<file path="src/rtl/ram_rd_stream.sv">
// ram_rd_stream
//   Read-side sequencer for a registered-read SRAM macro. It accepts a
//   burst command (start address, word count) and drives the SRAM read port.
//   The SRAM returns each word one cycle after the read. Returned words go
//   into a 2-entry skid buffer, which feeds a valid/ready output stream, so
//   the consumer may stall at any time without words being lost or repeated.
//
// Ports
//   clk, rst_n            clock (rising edge), asynchronous active-low reset
//   cmd_valid/cmd_ready   burst command handshake (ready only when idle)
//   cmd_addr, cmd_len     first word address and word count (0 is legal)
//   read_en, addr_r       SRAM read request and address
//   ram_data              SRAM read data, valid the cycle after read_en
//   out_valid/out_ready   output stream handshake
//   out_data, out_last    stream word and end-of-burst marker
//   busy                  high whenever the sequencer is not idle
//   done                  one-cycle pulse once the burst has fully drained
module ram_rd_stream #(
    parameter int SRAM_ADDR_WIDTH = 10,
    parameter int SRAM_WIDTH      = 64,
    parameter int LEN_WIDTH       = SRAM_ADDR_WIDTH + 1
) (
    input  logic                       clk,
    input  logic                       rst_n,
    input  logic                       cmd_valid,
    output logic                       cmd_ready,
    input  logic [SRAM_ADDR_WIDTH-1:0] cmd_addr,
    input  logic [LEN_WIDTH-1:0]       cmd_len,
    output logic                       read_en,
    output logic [SRAM_ADDR_WIDTH-1:0] addr_r,
    input  logic [SRAM_WIDTH-1:0]      ram_data,
    output logic                       out_valid,
    input  logic                       out_ready,
    output logic [SRAM_WIDTH-1:0]      out_data,
    output logic                       out_last,
    output logic                       busy,
    output logic                       done
);

    typedef enum logic [1:0] {IDLE, READ, DRAIN, DONE} state_t;

    state_t                     state;
    state_t                     state_nxt;
    logic [SRAM_ADDR_WIDTH-1:0] addr_q;
    logic [LEN_WIDTH-1:0]       issue_left;
    logic [LEN_WIDTH-1:0]       beat_left;
    logic [1:0]                 occ;
    logic                       inflight;
    logic                       head;
    logic [SRAM_WIDTH-1:0]      skid_mem [2];

    logic                       cmd_fire;
    logic                       pop;
    logic [2:0]                 fill;

    assign cmd_ready = (state == IDLE);
    assign cmd_fire  = cmd_valid & cmd_ready;
    assign out_valid = (occ != 2'd0);
    assign pop       = out_valid & out_ready;

    // Words already buffered, plus the word still in the SRAM pipe, minus
    // the word leaving this cycle. A new read may only be issued while this
    // is below 2, so its data always finds a free buffer slot.
    assign fill    = {1'b0, occ} + {2'b00, inflight} - {2'b00, pop};
    assign read_en = (state == READ) && (fill < 3'd2);
    assign addr_r  = addr_q;

    // The output is masked to zero when the buffer is empty, so out_data
    // reads 0 after reset even though the buffer storage is not reset.
    assign out_data = out_valid ? skid_mem[head] : '0;
    assign out_last = out_valid && (beat_left == LEN_WIDTH'(1));
    assign done     = (state == DONE);
    assign busy     = (state != IDLE);

    always_comb begin
        state_nxt = state;
        case (state)
            IDLE: begin
                if (cmd_fire) begin
                    state_nxt = (cmd_len == '0) ? DONE : READ;
                end
            end
            READ: begin
                if (read_en && (issue_left == LEN_WIDTH'(1))) begin
                    state_nxt = DRAIN;
                end
            end
            DRAIN: begin
                if (pop && out_last) begin
                    state_nxt = DONE;
                end
            end
            DONE: begin
                state_nxt = IDLE;
            end
            default: begin
                state_nxt = IDLE;
            end
        endcase
    end

    always_ff @(posedge clk or negedge rst_n) begin
        if (!rst_n) begin
            state      <= IDLE;
            addr_q     <= '0;
            issue_left <= '0;
            beat_left  <= '0;
            occ        <= 2'd0;
            inflight   <= 1'b0;
            head       <= 1'b0;
        end else begin
            state    <= state_nxt;
            inflight <= read_en;
            occ      <= occ + {1'b0, inflight} - {1'b0, pop};
            head     <= head ^ pop;

            if (cmd_fire) begin
                addr_q     <= cmd_addr;
                issue_left <= cmd_len;
                beat_left  <= cmd_len;
            end else begin
                if (read_en) begin
                    addr_q     <= addr_q + SRAM_ADDR_WIDTH'(1);
                    issue_left <= issue_left - LEN_WIDTH'(1);
                end
                if (pop) begin
                    beat_left <= beat_left - LEN_WIDTH'(1);
                end
            end
        end
    end

    // Buffer storage carries data only and is not reset. A word is pushed
    // only while occ is 0 or 1, so the tail slot is head when occ is 0 and
    // the other slot when occ is 1.
    always_ff @(posedge clk) begin
        if (inflight) begin
            skid_mem[head ^ occ[0]] <= ram_data;
        end
    end

endmodule

</file>
<file path="config.mk">
export PLATFORM = sky130hd
export DESIGN_NAME = ram_rd_stream
export DESIGN_NICKNAME = d
export VERILOG_FILES = /design/src/rtl/ram_rd_stream.sv
export SDC_FILE = /design/constraint.sdc
export NUM_CORES = 1
export LEC_CHECK = 0
export CAP_MARGIN = 10
export CORE_ASPECT_RATIO = 0.6
export CORE_MARGIN = 2
export CORE_UTILIZATION = 53
export DETAILED_ROUTE_END_ITERATION = 7
export PLACE_DENSITY = 0.83
export SYNTH_ARGS = -nofsm -noshare
export SYNTH_HDL_FRONTEND = slang
export SYNTH_SLANG_ARGS = --single-unit
</file>
<file path="constraint.sdc">
create_clock -name clk -period 7.8 [get_ports clk]
set_input_delay 1.56 -clock clk [delete_from_list [all_inputs] [get_ports clk]]
set_output_delay 1.56 -clock clk [all_outputs]
set_load 0.01 [all_outputs]
</file>
---- Word-level counts from Yosys, hierarchy flattened ----
Memories as Yosys holds them, arrays and structs flattened.
Cells that the tools add are included.
W data, S select, Z words.
operators by class
  reduce and logical (&&, ||, !) cells .... 11
  $lt $le $gt $ge ......................... 1
  equality and inequality tests ........... 8
  bitwise gates (word level) .............. 4
  $add $sub $neg .......................... 7
  multiplexer cells ....................... 14
operator list
  cell                     count
  $mux W64                 1
  $mux W11                 4
  $eq A11 B1 Y1 const B    2
  $sub A11 B1 Y11 const B  2
  $mux W10                 2
  $logic_not A11 Y1        1
  $add A10 B1 Y10 const B  1
  $mux W2                  4
  $pmux W2 S4              1
  $reduce_bool A2 Y1       4
  $eq A2 B2 Y1 const B     2
  $logic_and A1 B1 Y1      4
  $ne A2 B1 Y1 const B     2
  $add A2 B1 Y3            1
  $lt A3 B2 Y1 const B     1
  $reduce_and A3 Y1        1
  $sub A3 B1 Y3            1
  $add A2 B1 Y2            1
  $and A1 B1 Y1            2
  $eq A2 B1 Y1 const B     1
  $logic_not A2 Y1         1
  $mux W1                  2
  $ne A2 B2 Y1 const B     1
  $sub A2 B1 Y2            1
  $xor A1 B1 Y1            2
word-level totals
  register bits after elaboration ......... 38
  memories kept ........................... 1
  bits of input ports ..................... 89
  output and inout port bits .............. 80
  RAM bits ................................ 128
memory list
  memory    depth  bits a word  rd ports  clocked after Yosys merged registers in  wr ports  line  source
  skid_mem  2      64           1         0                                        1         50    logic [SRAM_WIDTH-1:0] skid_mem [2];

---- Logic depth before layout (Yosys ltp) ----
Gate-level depths: netlist of the first run.
  depth in word-level cells ............... 8
  depth in mapped cells ................... 11
  mapped depth without buffers ............ 9

---- Least setup slack after synthesis of the first run ----
OpenSTA, ideal clock, no wires.
  path type ............................... input to output
  from .................................... input port out_ready
  to ...................................... output port read_en
  buffers on the path ..................... 1
  setup slack ............................. 2.794 ns
  data arrival time ....................... 3.446 ns
  stages .................................. 8
  path through ............................ o21a_1 -> clkbuf_1 -> ha_1 -> inv_1 -> ha_1 -> fa_1 -> xnor2_1 -> nor3b_2
between the ends
  longest elaborated chain between the ends .. 4
RTL lines
  what                 line  source
  start, declared      33    input logic out_ready,
  $and A1 B1 Y1        59    assign pop = out_valid & out_ready;
  $sub A3 B1 Y3        64    assign fill = {1'b0, occ} + {2'b00, inflight} - {2'b00, pop};
  $lt A3 B2 Y1         65    assign read_en = (state == READ) && (fill < 3'd2);
  $logic_and A1 B1 Y1  65
  end, declared        29    output logic read_en,
Every way passes these cells.

---- Worst setup path in the final report of the first run ----
Ends and elaborated chain as after synthesis.

==> impl_metrics.env, run 1 <==
export IMPL_die_area_um2=14100
export IMPL_cts_tree="yes"
export IMPL_drtPass1Iterations=5
export IMPL_place_gp_congestion=0.867
export IMPL_yosys_warnings=0
export IMPL_fp_dieH_um=92.9
export IMPL_cap_violations=0
export IMPL_wl_mm=15.8
export IMPL_pre_cts_slack_ps=1520
export IMPL_critPathBufInv=4
export IMPL_routedWlPerCell_um=18.4
export IMPL_cp_start_kind="input port"
export IMPL_power_leakage_nw=3.46
export IMPL_syn2layout_area_growth_pct=35.1
export IMPL_path_class="input port to primary output"
export IMPL_top_usage_layer="met2"
export IMPL_p_comb_share_pct=40.1
export IMPL_crit_arrival_ps=4740
export IMPL_stdcell_count=860
export IMPL_num_antenna_cells=0
export IMPL_maxSlewViolCount=0
export IMPL_path_clk_slew_ps=80
export IMPL_core_um2=12900
export IMPL_dpl_cell_area_um2=8850
export IMPL_final_hold_viol_count=0
export IMPL_grt_util_met2_pct=37.3
export IMPL_p_per_area_nw_per_um2=370
export IMPL_cp_slowest_cell="clkdlybuf4s50_1"
export IMPL_drc=0
export IMPL_post_cts_buffers=0
export IMPL_grt_pass1_wl_mm=24.7
export IMPL_start_util_pct=54.3
export IMPL_dp_hpwl_mm=10.8
export IMPL_switchingPower_mw=1.23
export IMPL_crit_chain="clkdlybuf4s50_1, o21a_1, ha_1, inv_1, ha_1, fa_1, xnor2_1, buf_4, nor3b_2, clkdlybuf4s50_1"
export IMPL_fin_skew_ps=13.4
export IMPL_status="finished clean"
export IMPL_clock_sinks=166
export IMPL_cts_resized_gates=0
export IMPL_required_ps=6240
export IMPL_end_kind="primary output"
export IMPL_antenna_left=0
export IMPL_tns_ps=0
export IMPL_holdBufCountCts=0
export IMPL_placed_cells=828
export IMPL_syn_nets=609
export IMPL_fin_nets=778
export IMPL_drive_gt1_share_pct=7.10
export IMPL_worst_slack_ps=1500
export IMPL_vdd_ir_drop_max_v=0.000191
export IMPL_fmax_mhz=159
export IMPL_via_count=4629
export IMPL_fp_dieW_um=152
export IMPL_slew_headroom_pct=29.5
export IMPL_layout_commonest_cell="clkdlybuf4s50_1"
export IMPL_overflow=0
export IMPL_grt_usage_pct=22.7
export IMPL_via_per_inst=5.38
export IMPL_met1_usage_pct=30.1
export IMPL_synth_seq_cells=166
export IMPL_grt_pass1_vias=4789
export IMPL_rows=32
export IMPL_intPower_mw=2.26
export IMPL_syn_inst=508
export IMPL_worstMarginPinSlew_ps=1060
export IMPL_netSwitchingFraction_pct=35.3
export IMPL_grt_setup_unrepaired="false"
export IMPL_drtIter0Drc=276
export IMPL_ios=169
export IMPL_antenna_found_initial=0
export IMPL_grt_max_degree=65
export IMPL_synthDistinctLibCells=41
export IMPL_clock_latency_ps=420
export IMPL_crit_family="buffers and inverters"
export IMPL_setup_violations_final=0
export IMPL_io_buffers=168
export IMPL_avgSynthCellArea_um2=13.7
export IMPL_yosysSeqAreaShare_pct=68.7
export IMPL_grt_met3_usage_pct=5.43
export IMPL_critPathMaxFanout=17
export IMPL_p_clk_share_pct=23.2
export IMPL_fin_crit_ps=6300
export IMPL_cts_buffer_depth=2
export IMPL_mostFrequentLayoutCells="168 x clkdlybuf4s50_1, 128 x edfxtp_1, 83 x nor2_1"
export IMPL_min_path_type="flip-flop to flip-flop"
export IMPL_root_buffer="clkbuf_16"
export IMPL_cts_buffers_inserted=17
export IMPL_final_period_utilization_pct=80.7
export IMPL_seq_power_share_pct=36.7
export IMPL_htreeDepth=4
export IMPL_finalInstanceArea_um2=9430
export IMPL_max_stage_delay_ps=660
export IMPL_syn_cell_area_um2=6980
[cells by family after synthesis]
group           count (synthesis)  share of synthesized area (%)
compound gates                 43                           3.60
xor+xnor                       23                           2.89
fa+ha+maj                      12                           2.26
buf+inv                        37                           2.01
flops                         166                           68.7
mux                            67                           9.62
simple gates                  160                           10.9
[path summary, 6_finish.rpt]
path | from | to | slack, ps | depth (start not counted)
max | out_ready | read_en | 1500 | 10
min | addr_r[9] | addr_r[9] | 580 | 2
max reg2reg | occ[0] | state[1] | 4300 | 9
min reg2reg | addr_r[9] | addr_r[9] | 580 | 2
max in group asynchronous | rst_n | head | 5810 | 2
min in group asynchronous | rst_n | addr_r[5] | 1570 | 2
[registers in the layout, indices dropped and copies added (netlist names)]
signal / cells
occ: 2
state: 2
issue_left: 11
inflight: 1
head: 1
addr_r: 10
skid_mem: 128
beat_left: 11
[per-layer routing]
layer	share of wire [%]	vias to the layer above
met1	44	2257
met2	49	145
met5	0	-
met3	5.6	22
met4	1.5	0
li1	-	2205
[worst min-delay path: stages, from the launching register on]
cell      delay [ps]
dfrtp_1          400
nand2_1           60
o211ai_1          70
[power groups by stage]
stage	Sequential, mW	Clock (mW)	Combinational (mW)
floorplan	1.25	0	0.769
CTS	1.28	0.824	1.41
global route	1.30	0.865	1.51
global placement	1.28	0	1.36
detailed placement	1.29	0	1.40
finish	1.28	0.810	1.40
[metrics by stage]
stage | utilization [%] | hold slack, ps | power [mW]
after detailed placement | 68.9 | 575 | 2.69
after CTS | 73.4 | 583 | 3.52
after global placement | 68.9 | 555 | 2.64
final | 73.4 | 583 | 3.49
after global routing | 73.4 | 622 | 3.67
after floorplan | - | 539 | 2.02
[cell usage after synthesis, drive strengths merged]
cell type | count | area, um^2
or3b | 2 | 17.5
or4 | 4 | 33.8
a41oi | 1 | 8.76
fa | 1 | 20.0
or3 | 4 | 25.0
nand4b | 1 | 8.76
o21a | 1 | 7.51
ha | 11 | 138
a32oi | 1 | 8.76
nand3 | 3 | 15.0
nand4 | 5 | 31.3
mux2 | 1 | 11.3
nand2 | 20 | 75.1
clkbuf | 16 | 60.1
buf | 8 | 31.3
a31oi | 4 | 25.0
inv | 13 | 48.8
dfrtp | 38 | 951
o31ai | 1 | 7.51
nor4b | 1 | 8.76
and4 | 4 | 35.0
nor3b | 1 | 12.5
nand3b | 3 | 22.5
or2 | 2 | 12.5
xnor2 | 16 | 140
mux2i | 66 | 661
nor4bb | 1 | 10.0
and2 | 2 | 12.5
xor2 | 7 | 61.3
o211ai | 2 | 15.0
a21oi | 15 | 75.1
o21ai | 13 | 65.1
a211oi | 4 | 30.0
edfxtp | 128 | 3840
nor2 | 85 | 319
nor3 | 10 | 50.1
a211o | 1 | 8.76
nor4 | 12 | 75.1
[area by class of cell]
class | instances | area [um^2]
sequential | 166 | 4800
fill | 840 | 3420
multi-input combinational | 305 | 2060
timing repair buffer | 174 | 1730
clock buffer | 17 | 425
tap | 170 | 213
clock inverter | 15 | 155
inverter | 13 | 48.8
Note: power is estimated with default switching activity, not from simulation.
==> inputs of run 2 (changes only) <==
--- a/config.mk
+++ b/config.mk
@@ -8,9 +8,9 @@
 export CAP_MARGIN = 10
 export CORE_ASPECT_RATIO = 0.6
 export CORE_MARGIN = 2
-export CORE_UTILIZATION = 53
+export CORE_UTILIZATION = 45
 export DETAILED_ROUTE_END_ITERATION = 7
-export PLACE_DENSITY = 0.83
+export PLACE_DENSITY = 0.75
 export SYNTH_ARGS = -nofsm -noshare
 export SYNTH_HDL_FRONTEND = slang
 export SYNTH_SLANG_ARGS = --single-unit
==> constraint.sdc (replaced) <==
create_clock -name clk -period 5.6 [get_ports clk]
set_input_delay 1.12 -clock clk [delete_from_list [all_inputs] [get_ports clk]]
set_output_delay 1.12 -clock clk [all_outputs]
set_load 0.01 [all_outputs]
==> run 2 against run 1 <==
  * Flip-flop and latch count unchanged
  * Clock skew decreased by 1.9 ps
  * Combinational power grew 34%
  * Non-clock buffer count up 2
  * Core utilization down 11 points
  * Setup slack lost 620 ps
  * Die area up 17%
  * Via count rose by 0.28%
  * Largest power group unchanged
  * Highest routed layer unchanged
==> impl_metrics.env, run 2 (synthesis gave the netlist of run 1 again) <==
export IMPL_layout_commonest_cell="clkdlybuf4s50_1"
export IMPL_worstSetupStartpoint="out_ready"
export IMPL_grt_pass1_wl_mm=24.8
export IMPL_hp_start="addr_r[9]"
export IMPL_end_kind="primary output"
export IMPL_critPathMaxFanout=8
export IMPL_final_period_utilization_pct=84.2
export IMPL_fin_crit_ps=4720
export IMPL_setup_violations_final=0
export IMPL_fp_dieW_um=165
export IMPL_tns_ps=0
export IMPL_drive_gt1_share_pct=7.23
export IMPL_dp_hpwl_mm=10.7
export IMPL_holdBufCountCts=0
export IMPL_crit_chain="clkdlybuf4s50_1, o21a_1, ha_1, inv_1, ha_1, fa_1, nor3b_2, clkdlybuf4s50_1"
export IMPL_grt_pass1_vias=4808
export IMPL_cp_start_kind="input port"
export IMPL_path_class="input port to primary output"
export IMPL_grt_setup_unrepaired="false"
export IMPL_cts_buffer_depth=2
export IMPL_vdd_ir_drop_max_v=0.000285
export IMPL_nFillCells=1164
export IMPL_drtIter0Drc=278
export IMPL_max_stage_delay_ps=590
export IMPL_routedWlPerCell_um=17.8
export IMPL_core_um2=15200
export IMPL_path_clk_slew_ps=70
export IMPL_fin_nets=780
export IMPL_die_area_um2=16600
export IMPL_cp_slowest_cell="fa_1"
export IMPL_maxSlewViolCount=0
export IMPL_ios=169
export IMPL_root_buffer="clkbuf_16"
export IMPL_num_antenna_cells=0
export IMPL_worstMarginPinSlew_ps=1180
export IMPL_overflow=0
export IMPL_clock_sinks=166
export IMPL_drtPass1Iterations=5
export IMPL_cts_resized_gates=0
export IMPL_syn2layout_area_growth_pct=36.2
export IMPL_slew_headroom_pct=21.1
export IMPL_utilization_pct=62.4
export IMPL_cts_buffers_inserted=17
export IMPL_required_ps=4480
export IMPL_grt_usage_pct=19.6
export IMPL_place_gp_congestion=0.797
export IMPL_fmax_mhz=212
export IMPL_antenna_found_initial=0
export IMPL_mostFrequentLayoutCells="168 x clkdlybuf4s50_1, 128 x edfxtp_1, 83 x nor2_1"
export IMPL_crit_arrival_ps=3600
export IMPL_start_util_pct=45.8
export IMPL_antenna_left=0
export IMPL_fp_dieH_um=100
export IMPL_fin_skew_ps=11.5
export IMPL_power_leakage_nw=3.48
export IMPL_rows=35
export IMPL_cts_tree="yes"
export IMPL_wl_mm=15.9
export IMPL_p_per_area_nw_per_um2=514
export IMPL_min_path_type="flip-flop to flip-flop"
export IMPL_r2r_start="occ[1]"
export IMPL_grt_max_degree=67
export IMPL_via_count=4642
export IMPL_clock_latency_ps=420
export IMPL_post_cts_buffers=0
export IMPL_largest_reg_flops=128
export IMPL_cap_violations=0
export IMPL_drc=0
export IMPL_status="finished clean"
export IMPL_via_per_inst=5.19
export IMPL_final_hold_viol_count=0
export IMPL_htreeDepth=4
export IMPL_io_buffers=168
[run 2: changes by cell type in the layout (fill, tap and decap cells not counted), sizes merged]
| cell | delta |
|---|---|
| buf | +2 |
| clkinv | +5 |
| clkinvlp | -2 |
| inv | -3 |
[run 2: worst max-delay path: cells and delay by family]
family	cells	cell delay (ps)
compound gates	1	120
fa+ha+maj	3	1060
buf+inv	3	1030
simple gates	1	260
[run 2: routing by layer]
metal	GRT usage (%)	vias to the layer above	part of all wire, %
li1	-	2215	-
met1	27.0	2279	45
met2	31.7	138	49
met3	4.36	10	5.5
met4	5.82	0	0.77
met5	0	-	0
[run 2: final timing paths]
path	end	slack, ps	cells past startpoint
max	read_en	880	8
min	addr_r[9]	580	2
max reg2reg	state[1]	2300	9
min reg2reg	addr_r[9]	580	2
max in group asynchronous	head	4070	2
min in group asynchronous	addr_r[9]	1140	2
[run 2: power breakdown]
group	internal (mW)	switching [mW]	leakage, nW
Sequential	1.58	0.291	1.60
Clock	0.596	0.538	0.286
Combinational	0.987	0.896	1.60
[run 2: stage by stage]
stage	cells	area, um^2	worst slack, ps	hold WS (ps)	power, mW
after floorplan	508	6980	1470	539	2.82
after global placement	862	8900	946	555	3.71
after detailed placement	862	8900	898	576	3.76
after CTS	894	9480	876	587	4.91
after global routing	895	9510	775	616	5.15
final	895	9510	883	582	4.88
[run 2: layout make-up]
class | instances | area, um^2 | area share (%)
Sequential cell | 166 | 4800 | 50.5
Multi-Input combinational cell | 305 | 2060 | 21.7
Timing Repair Buffer | 176 | 1760 | 18.5
Clock buffer | 17 | 425 | 4.47
Tap cell | 203 | 254 | 2.67
Clock inverter | 15 | 156 | 1.64
Inverter | 13 | 48.8 | 0.513
==> inputs of run 3 (changes only) <==
==> constraint.sdc (replaced) <==
create_clock -name clk -period 4 [get_ports clk]
set_input_delay 0.8 -clock clk [delete_from_list [all_inputs] [get_ports clk]]
set_output_delay 0.8 -clock clk [all_outputs]
set_load 0.01 [all_outputs]
==> run 3 against run 2 <==
  * Die area did not move
  * Clock power increased by 41%
  * Non-clock buffer count rose by 4
  * Final area up 0.51%
  * Largest cell class unchanged
  * Final cell count rose by 0.45%
  * Sequential power grew 37%
  * Sequential share of layout area fell by 0.26 points
==> impl_metrics.env, run 3 (synthesis gave the netlist of run 1 again) <==
export IMPL_drive_gt1_share_pct=7.76
export IMPL_core_um2=15200
export IMPL_layout_commonest_cell="clkdlybuf4s50_1"
export IMPL_syn2layout_area_growth_pct=36.9
export IMPL_holdBufCountCts=0
export IMPL_fp_dieH_um=100
export IMPL_dp_hpwl_mm=11.1
export IMPL_fin_nets=784
export IMPL_drtIter0Drc=422
export IMPL_path_clk_slew_ps=70
export IMPL_status="finished clean"
export IMPL_dpl_cell_area_um2=8970
export IMPL_path_class="input port to primary output"
export IMPL_cts_buffers_inserted=17
export IMPL_final_period_utilization_pct=93.6
export IMPL_via_per_inst=5.29
export IMPL_root_buffer="clkbuf_16"
export IMPL_mostFrequentLayoutCells="167 x clkdlybuf4s50_1, 128 x edfxtp_1, 83 x nor2_1"
export IMPL_fin_skew_ps=14.8
export IMPL_vdd_ir_drop_max_v=0.000332
export IMPL_num_antenna_cells=0
export IMPL_grt_setup_unrepaired="false"
export IMPL_p_per_area_nw_per_um2=722
export IMPL_place_gp_congestion=0.818
export IMPL_cts_tree="yes"
export IMPL_end_kind="primary output"
export IMPL_largest_reg_flops=128
export IMPL_antenna_found_initial=0
export IMPL_placed_cells=867
export IMPL_setup_violations_final=0
export IMPL_antenna_left=0
export IMPL_cts_buffer_depth=2
export IMPL_io_buffers=168
export IMPL_die_area_um2=16600
export IMPL_clock_latency_ps=420
export IMPL_tns_ps=0
export IMPL_wl_mm=16.2
export IMPL_start_util_pct=45.8
export IMPL_grt_usage_pct=20.2
export IMPL_htreeDepth=4
export IMPL_via_count=4754
export IMPL_grt_pass1_wl_mm=25.4
export IMPL_cap_violations=0
export IMPL_fp_dieW_um=165
export IMPL_critPathMaxFanout=4
export IMPL_cp_start_kind="input port"
export IMPL_min_path_type="flip-flop to flip-flop"
export IMPL_crit_arrival_ps=2940
export IMPL_drc=0
export IMPL_worstMarginPinSlew_ps=1110
export IMPL_fmax_mhz=267
export IMPL_clock_sinks=166
export IMPL_final_hold_viol_count=0
export IMPL_drtPass1Iterations=5
export IMPL_rows=35
export IMPL_post_cts_buffers=0
export IMPL_cts_resized_gates=1
export IMPL_overflow=0
export IMPL_finalInstanceArea_um2=9560
export IMPL_ios=169
export IMPL_grt_pass1_vias=4814
export IMPL_routedWlPerCell_um=18.0
export IMPL_slew_headroom_pct=25.8
export IMPL_fin_crit_ps=3740
export IMPL_grt_max_degree=66
export IMPL_stdcell_count=899
export IMPL_required_ps=3200
export IMPL_power_leakage_nw=3.51
export IMPL_maxSlewViolCount=0
[run 3: report_power, final]
part,internal [mW],switching (mW)
logic,1.42,1.34
registers,2.21,0.352
clock network,0.837,0.750
total,4.46,2.44
[run 3: final timing paths]
check,startpoint,end,slack [ps],cells after the start
worst max-delay path,out_ready,read_en,260,8
worst min-delay path,addr_r[9],addr_r[9],580,2
max in group asynchronous,rst_n,beat_left[0],2470,2
worst max register to register,occ[1],state[1],770,9
min in group asynchronous,rst_n,issue_left[10],840,1
worst min register to register,addr_r[9],addr_r[9],580,2
[run 3: worst max-delay path: stages]
cell and delay [ps]:
clkdlybuf4s50_1 420, o21a_1 130, ha_1 280, inv_1 40
ha_1 180, fa_1 540, nor3b_2 240, dlygate4sd2_1 300
[run 3: per-layer routing]
metal	track usage, %	part of all wire, %	up-vias
met3	4.20	5.8	27
met5	0	0	-
met1	28.5	46	2333
li1	-	-	2215
met2	31.4	46	179
met4	6.82	1.8	0
[run 3: area by class of cell]
| cell class | count | area, um^2 |
|---|---|---|
| inverters | 13 | 48.8 |
| multi-input cells | 305 | 2060 |
| flip-flops and latches | 166 | 4800 |
| clock inverters | 15 | 159 |
| clock buffers | 17 | 425 |
| well taps | 203 | 254 |
| fillers | 1159 | 5680 |
| repair buffers | 180 | 1810 |
[run 3: through the flow]
stage          util, %  worst slack, ps  power, mW  hold WS, ps
2_1_floorplan        -              351       3.94          504
3_3_place_gp      58.9             31.4       5.27          559
3_5_place_dp      58.9             17.2       5.35          576
4_1_cts           62.7              275       6.96          582
5_1_grt           62.7              180       7.29          619
6_report          62.7              256       6.90          583
